File: config.mk
export PLATFORM = sky130hd
export DESIGN_NAME = operand_latch_flat
export DESIGN_NICKNAME = d
export VERILOG_FILES = /design/src/rtl/operand_latch_if.sv /design/src/rtl/operand_latch.sv /design/src/flat_wrapper.sv
export SDC_FILE = /design/constraint.sdc
export NUM_CORES = 1
export LEC_CHECK = 0
export BUFFER_PORTS_ARGS = -buffer_cell sky130_fd_sc_hd__clkbuf_2
export CAP_MARGIN = 20
export CORE_UTILIZATION = 30
export CTS_CLUSTER_DIAMETER = 50
export CTS_CLUSTER_SIZE = 30
export DETAILED_ROUTE_END_ITERATION = 12
export GPL_TIMING_DRIVEN = 0
export MAX_ROUTING_LAYER = met4
export SYNTH_ARGS = -nofsm -noshare
export SYNTH_HDL_FRONTEND = slang
export SYNTH_SLANG_ARGS = --single-unit
File: constraint.sdc
create_clock -name clk -period 2.7 [get_ports clk]
set_clock_uncertainty 0.2 [all_clocks]
set_input_delay 0.405 -clock clk [delete_from_list [all_inputs] [get_ports clk]]
set_output_delay 0.405 -clock clk [all_outputs]
set_load 0.02 [all_outputs]
File: src/rtl/operand_latch_if.sv
// Operand latch bus: raw switch/button inputs and latched operand outputs.
// The master drives the raw inputs; the slave is the latch itself.
interface operand_latch_if;
  logic [7:0] sw;
  logic       btn;
  logic [3:0] A;
  logic [3:0] B;
  logic       load_pulse;
  logic       loaded;
  logic       sw_pending;

  modport master (
    output sw,
    output btn,
    input  A,
    input  B,
    input  load_pulse,
    input  loaded,
    input  sw_pending
  );

  modport slave (
    input  sw,
    input  btn,
    output A,
    output B,
    output load_pulse,
    output loaded,
    output sw_pending
  );
endinterface

File: src/rtl/operand_latch.sv
// Synchronizes and debounces the operand switches and the load button,
// latching the accepted switch value into A/B once per debounced press.
module operand_latch #(
  parameter int unsigned DEBOUNCE_CYCLES = 1000000
) (
  input logic           clk,
  input logic           reset,
  operand_latch_if.slave bus
);

  localparam int unsigned CW =
    (DEBOUNCE_CYCLES > 1) ? $clog2(DEBOUNCE_CYCLES) : 1;
  localparam logic [CW-1:0] CMAX = CW'(DEBOUNCE_CYCLES - 1);

  typedef enum logic [1:0] {
    RELEASED,
    PRESS_WAIT,
    PRESSED,
    RELEASE_WAIT
  } btn_state_t;

  logic [7:0]    sw_meta;
  logic [7:0]    sw_sync;
  logic [7:0]    sw_cand;
  logic [7:0]    sw_stable;
  logic [CW-1:0] sw_cnt;

  logic          btn_meta;
  logic          btn_sync;
  logic [CW-1:0] btn_cnt;
  logic [CW-1:0] btn_cnt_d;

  btn_state_t    state_q;
  btn_state_t    state_d;
  logic          load_d;

  logic [3:0]    a_q;
  logic [3:0]    b_q;
  logic          load_pulse_q;
  logic          loaded_q;

  always_ff @(posedge clk) begin
    if (reset) begin
      sw_meta  <= '0;
      sw_sync  <= '0;
      btn_meta <= 1'b0;
      btn_sync <= 1'b0;
    end else begin
      sw_meta  <= bus.sw;
      sw_sync  <= sw_meta;
      btn_meta <= bus.btn;
      btn_sync <= btn_meta;
    end
  end

  // Counter holds at CMAX once the candidate is accepted.
  always_ff @(posedge clk) begin
    if (reset) begin
      sw_cand   <= '0;
      sw_stable <= '0;
      sw_cnt    <= '0;
    end else if (sw_sync != sw_cand) begin
      sw_cand <= sw_sync;
      sw_cnt  <= '0;
    end else if (sw_cand != sw_stable) begin
      if (sw_cnt == CMAX)
        sw_stable <= sw_cand;
      else
        sw_cnt <= sw_cnt + CW'(1);
    end
  end

  assign bus.sw_pending = (sw_cand != sw_stable);

  always_ff @(posedge clk) begin
    if (reset) begin
      state_q <= RELEASED;
      btn_cnt <= '0;
    end else begin
      state_q <= state_d;
      btn_cnt <= btn_cnt_d;
    end
  end

  always_comb begin
    state_d   = state_q;
    btn_cnt_d = btn_cnt;
    load_d    = 1'b0;
    unique case (state_q)
      RELEASED: begin
        if (btn_sync) begin
          state_d   = PRESS_WAIT;
          btn_cnt_d = '0;
        end
      end
      PRESS_WAIT: begin
        if (!btn_sync) begin
          state_d = RELEASED;
        end else if (btn_cnt == CMAX) begin
          state_d = PRESSED;
          load_d  = 1'b1;
        end else begin
          btn_cnt_d = btn_cnt + CW'(1);
        end
      end
      PRESSED: begin
        if (!btn_sync) begin
          state_d   = RELEASE_WAIT;
          btn_cnt_d = '0;
        end
      end
      RELEASE_WAIT: begin
        if (btn_sync) begin
          state_d = PRESSED;
        end else if (btn_cnt == CMAX) begin
          state_d = RELEASED;
        end else begin
          btn_cnt_d = btn_cnt + CW'(1);
        end
      end
      default: begin
        state_d   = RELEASED;
        btn_cnt_d = '0;
      end
    endcase
  end

  // sw_stable is read pre-edge, so a same-edge acceptance is not captured.
  always_ff @(posedge clk) begin
    if (reset) begin
      a_q          <= '0;
      b_q          <= '0;
      load_pulse_q <= 1'b0;
      loaded_q     <= 1'b0;
    end else begin
      load_pulse_q <= load_d;
      if (load_d) begin
        a_q      <= sw_stable[3:0];
        b_q      <= sw_stable[7:4];
        loaded_q <= 1'b1;
      end
    end
  end

  assign bus.A          = a_q;
  assign bus.B          = b_q;
  assign bus.load_pulse = load_pulse_q;
  assign bus.loaded     = loaded_q;

endmodule

File: src/flat_wrapper.sv
// flat-port wrapper written by rule: the top's interface ports become plain ports
module operand_latch_flat 
#(
  parameter int unsigned DEBOUNCE_CYCLES = 1000000
)
  (clk, reset, bus_sw, bus_btn, bus_A, bus_B, bus_load_pulse, bus_loaded, bus_sw_pending);
  operand_latch_if bus_i ();
  input logic clk;
  input logic reset;
  input wire logic [$bits(bus_i.sw)-1:0] bus_sw;
  input wire logic [$bits(bus_i.btn)-1:0] bus_btn;
  output wire logic [$bits(bus_i.A)-1:0] bus_A;
  output wire logic [$bits(bus_i.B)-1:0] bus_B;
  output wire logic [$bits(bus_i.load_pulse)-1:0] bus_load_pulse;
  output wire logic [$bits(bus_i.loaded)-1:0] bus_loaded;
  output wire logic [$bits(bus_i.sw_pending)-1:0] bus_sw_pending;
  assign bus_i.sw = bus_sw;
  assign bus_i.btn = bus_btn;
  assign bus_A = bus_i.A;
  assign bus_B = bus_i.B;
  assign bus_load_pulse = bus_i.load_pulse;
  assign bus_loaded = bus_i.loaded;
  assign bus_sw_pending = bus_i.sw_pending;
  operand_latch #(.DEBOUNCE_CYCLES(DEBOUNCE_CYCLES)) u_core (.clk(clk), .reset(reset), .bus(bus_i));
endmodule
# --- Word-level counts from Yosys, hierarchy flattened ---
# Cells that the tools add are included.
classes:
  add_sub_neg: 2
  eq_ne: 13
  muxes: 16
  bitwise: 2
  n_reduce_logical: 6
ops:
  columns: ["op", "count"]
  rows:
  - ["20-bit two-way mux", 5]
  - ["20-bit case mux with 4 select lines", 1]
  - ["20-bit by 1-bit adder with 20-bit output, second input constant", 2]
  - ["20-bit equality test, second input constant", 2]
  - ["8-bit inequality test", 2]
  - ["2-bit two-way mux", 6]
  - ["2-bit case mux with 4 select lines", 1]
  - ["4-bit AND reduction", 2]
  - ["2-bit equality test, second input constant", 2]
  - ["2-bit by 1-bit inequality test with 1-bit output, second input constant", 2]
  - ["2-bit inequality test, second input constant", 2]
  - ["1-bit two-way mux", 3]
  - ["3-bit by 1-bit inequality test with 1-bit output, second input constant", 1]
  - ["3-bit inequality test, second input constant", 1]
  - ["3-bit AND reduction", 1]
  - ["2-bit by 1-bit equality test with 1-bit output, second input constant", 1]
  - ["2-bit logical NOT", 1]
  - ["1-bit inverter", 2]
  - ["2-bit AND reduction", 1]
  - ["2-bit OR reduction", 1]
totals:
  reg_bits: 86
  inputBits: 11
  output_inout_bits: 11
  elab_cells: 52

# --- Longest topological paths before layout ---
logic_depth:
  ltp_word: 4
  ltp_mapped: 8
  ltp_nobuf: 6

# --- Worst setup path before layout ---
# OpenSTA, ideal clock, no wires.
synth_path:
  path_kind: "register -> register"
  from: "register u_core.btn_cnt[8]"
  to: "register u_core.a_q[0] (netlist: u_core.bus.A[0])"
  setup_time_ns: 0.128
  arrival_time_ns: 2.011
  required_time_ns: 2.372
  path_slack_ns: 0.362
  stages_incl_launch_ff: 7
  path_buffers: 1
  synth_period_minus_slack_ns: 2.338
  path_cell_list: "dfxtp_1 or4b_1 or4b_4 nor4_2 buf_4 mux2i_1 nor2_1"
synth_via:
  elab_chain_cells: 4
synth_lines:
  columns: ["item", "line", "text"]
  rows:
  - ["start: declaration", "operand_latch.sv:30", "logic [CW-1:0] btn_cnt;"]
  - ["start signal: assignment", "operand_latch.sv:81", "btn_cnt <= btn_cnt_d;"]
  - ["20-bit equality test", "operand_latch.sv:99", "end else if (btn_cnt == CMAX) begin"]
  - ["1-bit two-way mux", "operand_latch.sv:99", null]
  - ["1-bit two-way mux", "operand_latch.sv:97", "if (!btn_sync) begin"]
  - ["1-bit two-way mux", "operand_latch.sv:89", "unique case (state_q)"]
  - ["end signal: assignment", "operand_latch.sv:138", "a_q <= sw_stable[3:0];"]
  - ["end: declaration", "operand_latch.sv:37", "logic [3:0] a_q;"]
# No other way between the ends.
# A chain may end at the register's enable or synchronous reset.

# --- Worst setup path in the final report ---
layout_path:
  from: "register u_core.sw_stable[6]"
  to: "output bus_sw_pending"
layout_via:
  elab_chain_cells: 1
layout_lines:
  columns: ["item", "line", "text"]
  rows:
  - ["start: declaration", "operand_latch.sv:25", "logic [7:0] sw_stable;"]
  - ["start signal: assignment", "operand_latch.sv:67", "sw_stable <= sw_cand;"]
  - ["8-bit inequality test", "operand_latch.sv:73", "assign bus.sw_pending = (sw_cand != sw_stable);"]
  - ["end: declaration", "flat_wrapper.sv:16", "output wire logic [$bits(bus_i.sw_pending)-1:0] bus_sw_pending;"]
# No other way between the ends.

==> results.json <==
{
  "run_status": "complete, no violations",
  "setup_viol": 0,
  "cts_tree": "done",
  "swShare_pct": 22.7,
  "period_share_pct": 93.6,
  "fillCellCount": 1226,
  "max_freq_mhz": 396,
  "antenna_found_initial": 0,
  "syn-cell-area_um2": 3720,
  "overflow": 0,
  "synthArstFlopShare_pct": 0,
  "diodes": 0,
  "rsz0062_at_grt": "false",
  "finalWorstSetupSlack_ns": 0.173,
  "whs_ns": 0.0750,
  "vias_per_cell": 4.90,
  "finish.instance_area_um2": 4420,
  "peakVddDrop_v": 0.000323,
  "setup.worst_path.start_class": "register",
  "first_global_vias": 2810,
  "drc": 0,
  "dp_hpwl_mm": 5.75,
  "htree_levels": 3,
  "synth_edf_count": 0,
  "register_area_um2": 1720,
  "finalHoldViolations": 0,
  "tns_ns": 0,
  "endpoint_kind": "output port",
  "ys_warn_count": 0,
  "syn_nets": 427,
  "slew_viol_final": 0,
  "drt-total-wl_mm": 8.12,
  "regToRegSetupSlack_ns": 0.19,
  "p_int_uw": 2160,
  "via_count": 3041,
  "multi_input_area_um2": 1930,
  "pwr-share-clk_pct": 48.6,
  "layout.nets": 460,
  "globalplace.congestion": 0.820,
  "max-slew-margin-rel_pct": 33.1,
  "die_area_um2": 12800,
  "die_h_um": 113,
  "clkTransAtPathRegs_ns": 0.06,
  "cap_violations": 0,
  "initial_core_util_pct": 30.8,
  "place_ws_ns": -0.105,
  "clockRootBuffer": "clkbuf_16",
  "grt_pass1_wl_mm": 13.5,
  "wl_per_cell_um": 13.1,
  "ys_types": 48,
  "ant_nets": 0,
  "leakagePower_uw": 0.00150,
  "num_io_pins": 22,
  "rows": 40,
  "grt.total_usage_pct": 13.8,
  "syn2layout_area_growth_pct": 18.9,
  "firstDrtPassIters": 4,
  "synthesis.instances": 414,
  "tightest_slew_ns": 0.998,
  "pwr-share-comb_pct": 5.0,
  "cp.required_ns": 2.10,
  "power_density_nw_per_um2": 632,
  "synth_seq_area_share_pct": 46.3,
  "cp.arrival_ns": 1.92,
  "seq_power_share_pct": 46.4,
  "drive_gt1_share_pct": 11.5,
  "layout_min_cycle_time_ns": 2.53,
  "die_w_um": 113,
  "cts_buffer_depth": 2,
  "coreArea_um2": 12100,
  "place_area_um2": 4030,
  "ys_ff_latch": 86,
  "clk_latency_ns": 0.34,
  "power_switching_uw": 634,
  "synth.avg_cell_area_um2": 8.98,
  "dr.first_iter.drc_count": 205,
  "port_buffers": 20,
  "grt_max_degree": 17,
  "hp-class": "in -> reg",
  "ys.flop_type": "dfxtp_1",
  "crit_path_max_fanout": 10,
  "clock_sinks": 86,
  "critPathKind": "reg -> out",
  "cts_made_buffers": 9
}
==> flip-flops by register name, summed over array words and instances (netlist names), named ones only <==
name,count
u_core.sw_sync,8
u_core.btn_sync,1
u_core.btn_cnt,20
u_core.bus.loaded,1
u_core.bus.load_pulse,1
u_core.sw_stable,8
u_core.sw_meta,8
u_core.state_q,1
u_core.bus.B,4
u_core.sw_cnt,20
u_core.btn_meta,1
u_core.sw_cand,8
u_core.bus.A,4
==> layout by cell type, fill, tap and decap left out, drive strengths merged, types with 4 or more instances in the layout <==
cell type and instances:
dfxtp 86, clkbuf 45, nand2 32, nor2 30
nor2b 27, nand3 25, a21oi 22, mux2i 19
o21ai 18, xnor2 16, nand4 13, nand2b 13
nor4 13, xor2 12, nor3 10, inv 8
or3 7, buf 6, and3 5, and4 5
o31ai 4, or4 4, or4b 4
==> cell type report <==
class                   instances  share of cell area (%)
inverters                       5                   0.425
plain buffers                  20                    2.01
repair buffers                 22                    2.60
clock buffers                   9                    5.10
clock inverters                 7                    2.38
flip-flops and latches         86                    39.0
well taps                     168                    4.76
multi-input cells             303                    43.8
==> cell families (layout without fill, tap and decap cells) <==
logic type               Yosys count  in the layout  synth area share (%)
flip-flops                        86             86                  46.3
AND/OR/NAND/NOR                  196            196                  29.3
adder cells (fa/ha/maj)            2              2                 0.673
XOR/XNOR                          28             28                  6.60
multiplexers                      19             19                  5.12
AO/OA/AOI/OAI                     58             58                  9.29
buffers and inverters             25             63                  2.73
==> repair_timing <==
item / in CTS / in global routing
buffers inserted: 2 / 0
endpoints found under the setup margin: 10 / 17
gates resized for setup: 5 / 8
hold buffers: 0 / 0
pin swaps: 2 / 0
endpoints found under the hold margin: 0 / 0
==> synth_stat cells (all sizes together), types with 13 or more instances <==
master  number  area, µm²
nand3       25        125
clkbuf      16       60.1
nor2b       27        169
nand2       32        120
a21oi       22        110
nor4        13       87.6
o21ai       18       90.1
nand2b      13       81.3
nor2        30        113
dfxtp       86       1720
xnor2       16        140
mux2i       19        190
nand4       13       81.3
==> power by group through the flow <==
stage / Clock [µW] / Combinational [µW] / Sequential (µW)
2_1_floorplan: 0 / 89.6 / 1320
3_3_place_gp: 0 / 124 / 1320
3_5_place_dp: 0 / 127 / 1330
4_1_cts: 1390 / 136 / 1300
5_1_grt: 1450 / 157 / 1300
6_report: 1360 / 141 / 1300
==> per-layer routing <==
layer,share of wire (%),track usage [%],vias to the layer above
met5,0,-,-
met4,2.0,7.63,0
met3,3.4,2.09,11
met2,43,20.1,58
met1,52,18.4,1428
li1,-,-,1544
==> per-stage QoR <==
stage	instances	util (%)	power [µW]
floorplan	414	-	1410
global placement	602	33.4	1450
detailed placement	602	33.4	1450
CTS	620	36.5	2820
global route	620	36.6	2900
finish	620	36.6	2790
==> worst max-delay path: stages (launching register included) <==
cell      delay (ns)
dfxtp_1         0.34
xor2_1          0.20
nor4_4          0.33
and2_0          0.16
clkbuf_2        0.15
buf_4           0.18
inv_1           0.07
clkbuf_2        0.15
==> final timing paths <==
path	start	end	cells after the start
min	bus_sw[3]	u_core.sw_meta[3]	2
max reg2reg	u_core.btn_cnt[8]	u_core.bus.A[2]	6
max	u_core.sw_stable[6]	bus_sw_pending	7
min reg2reg	u_core.sw_meta[7]	u_core.sw_sync[7]	1
No activity file was read; power rests on OpenSTA's default activity.
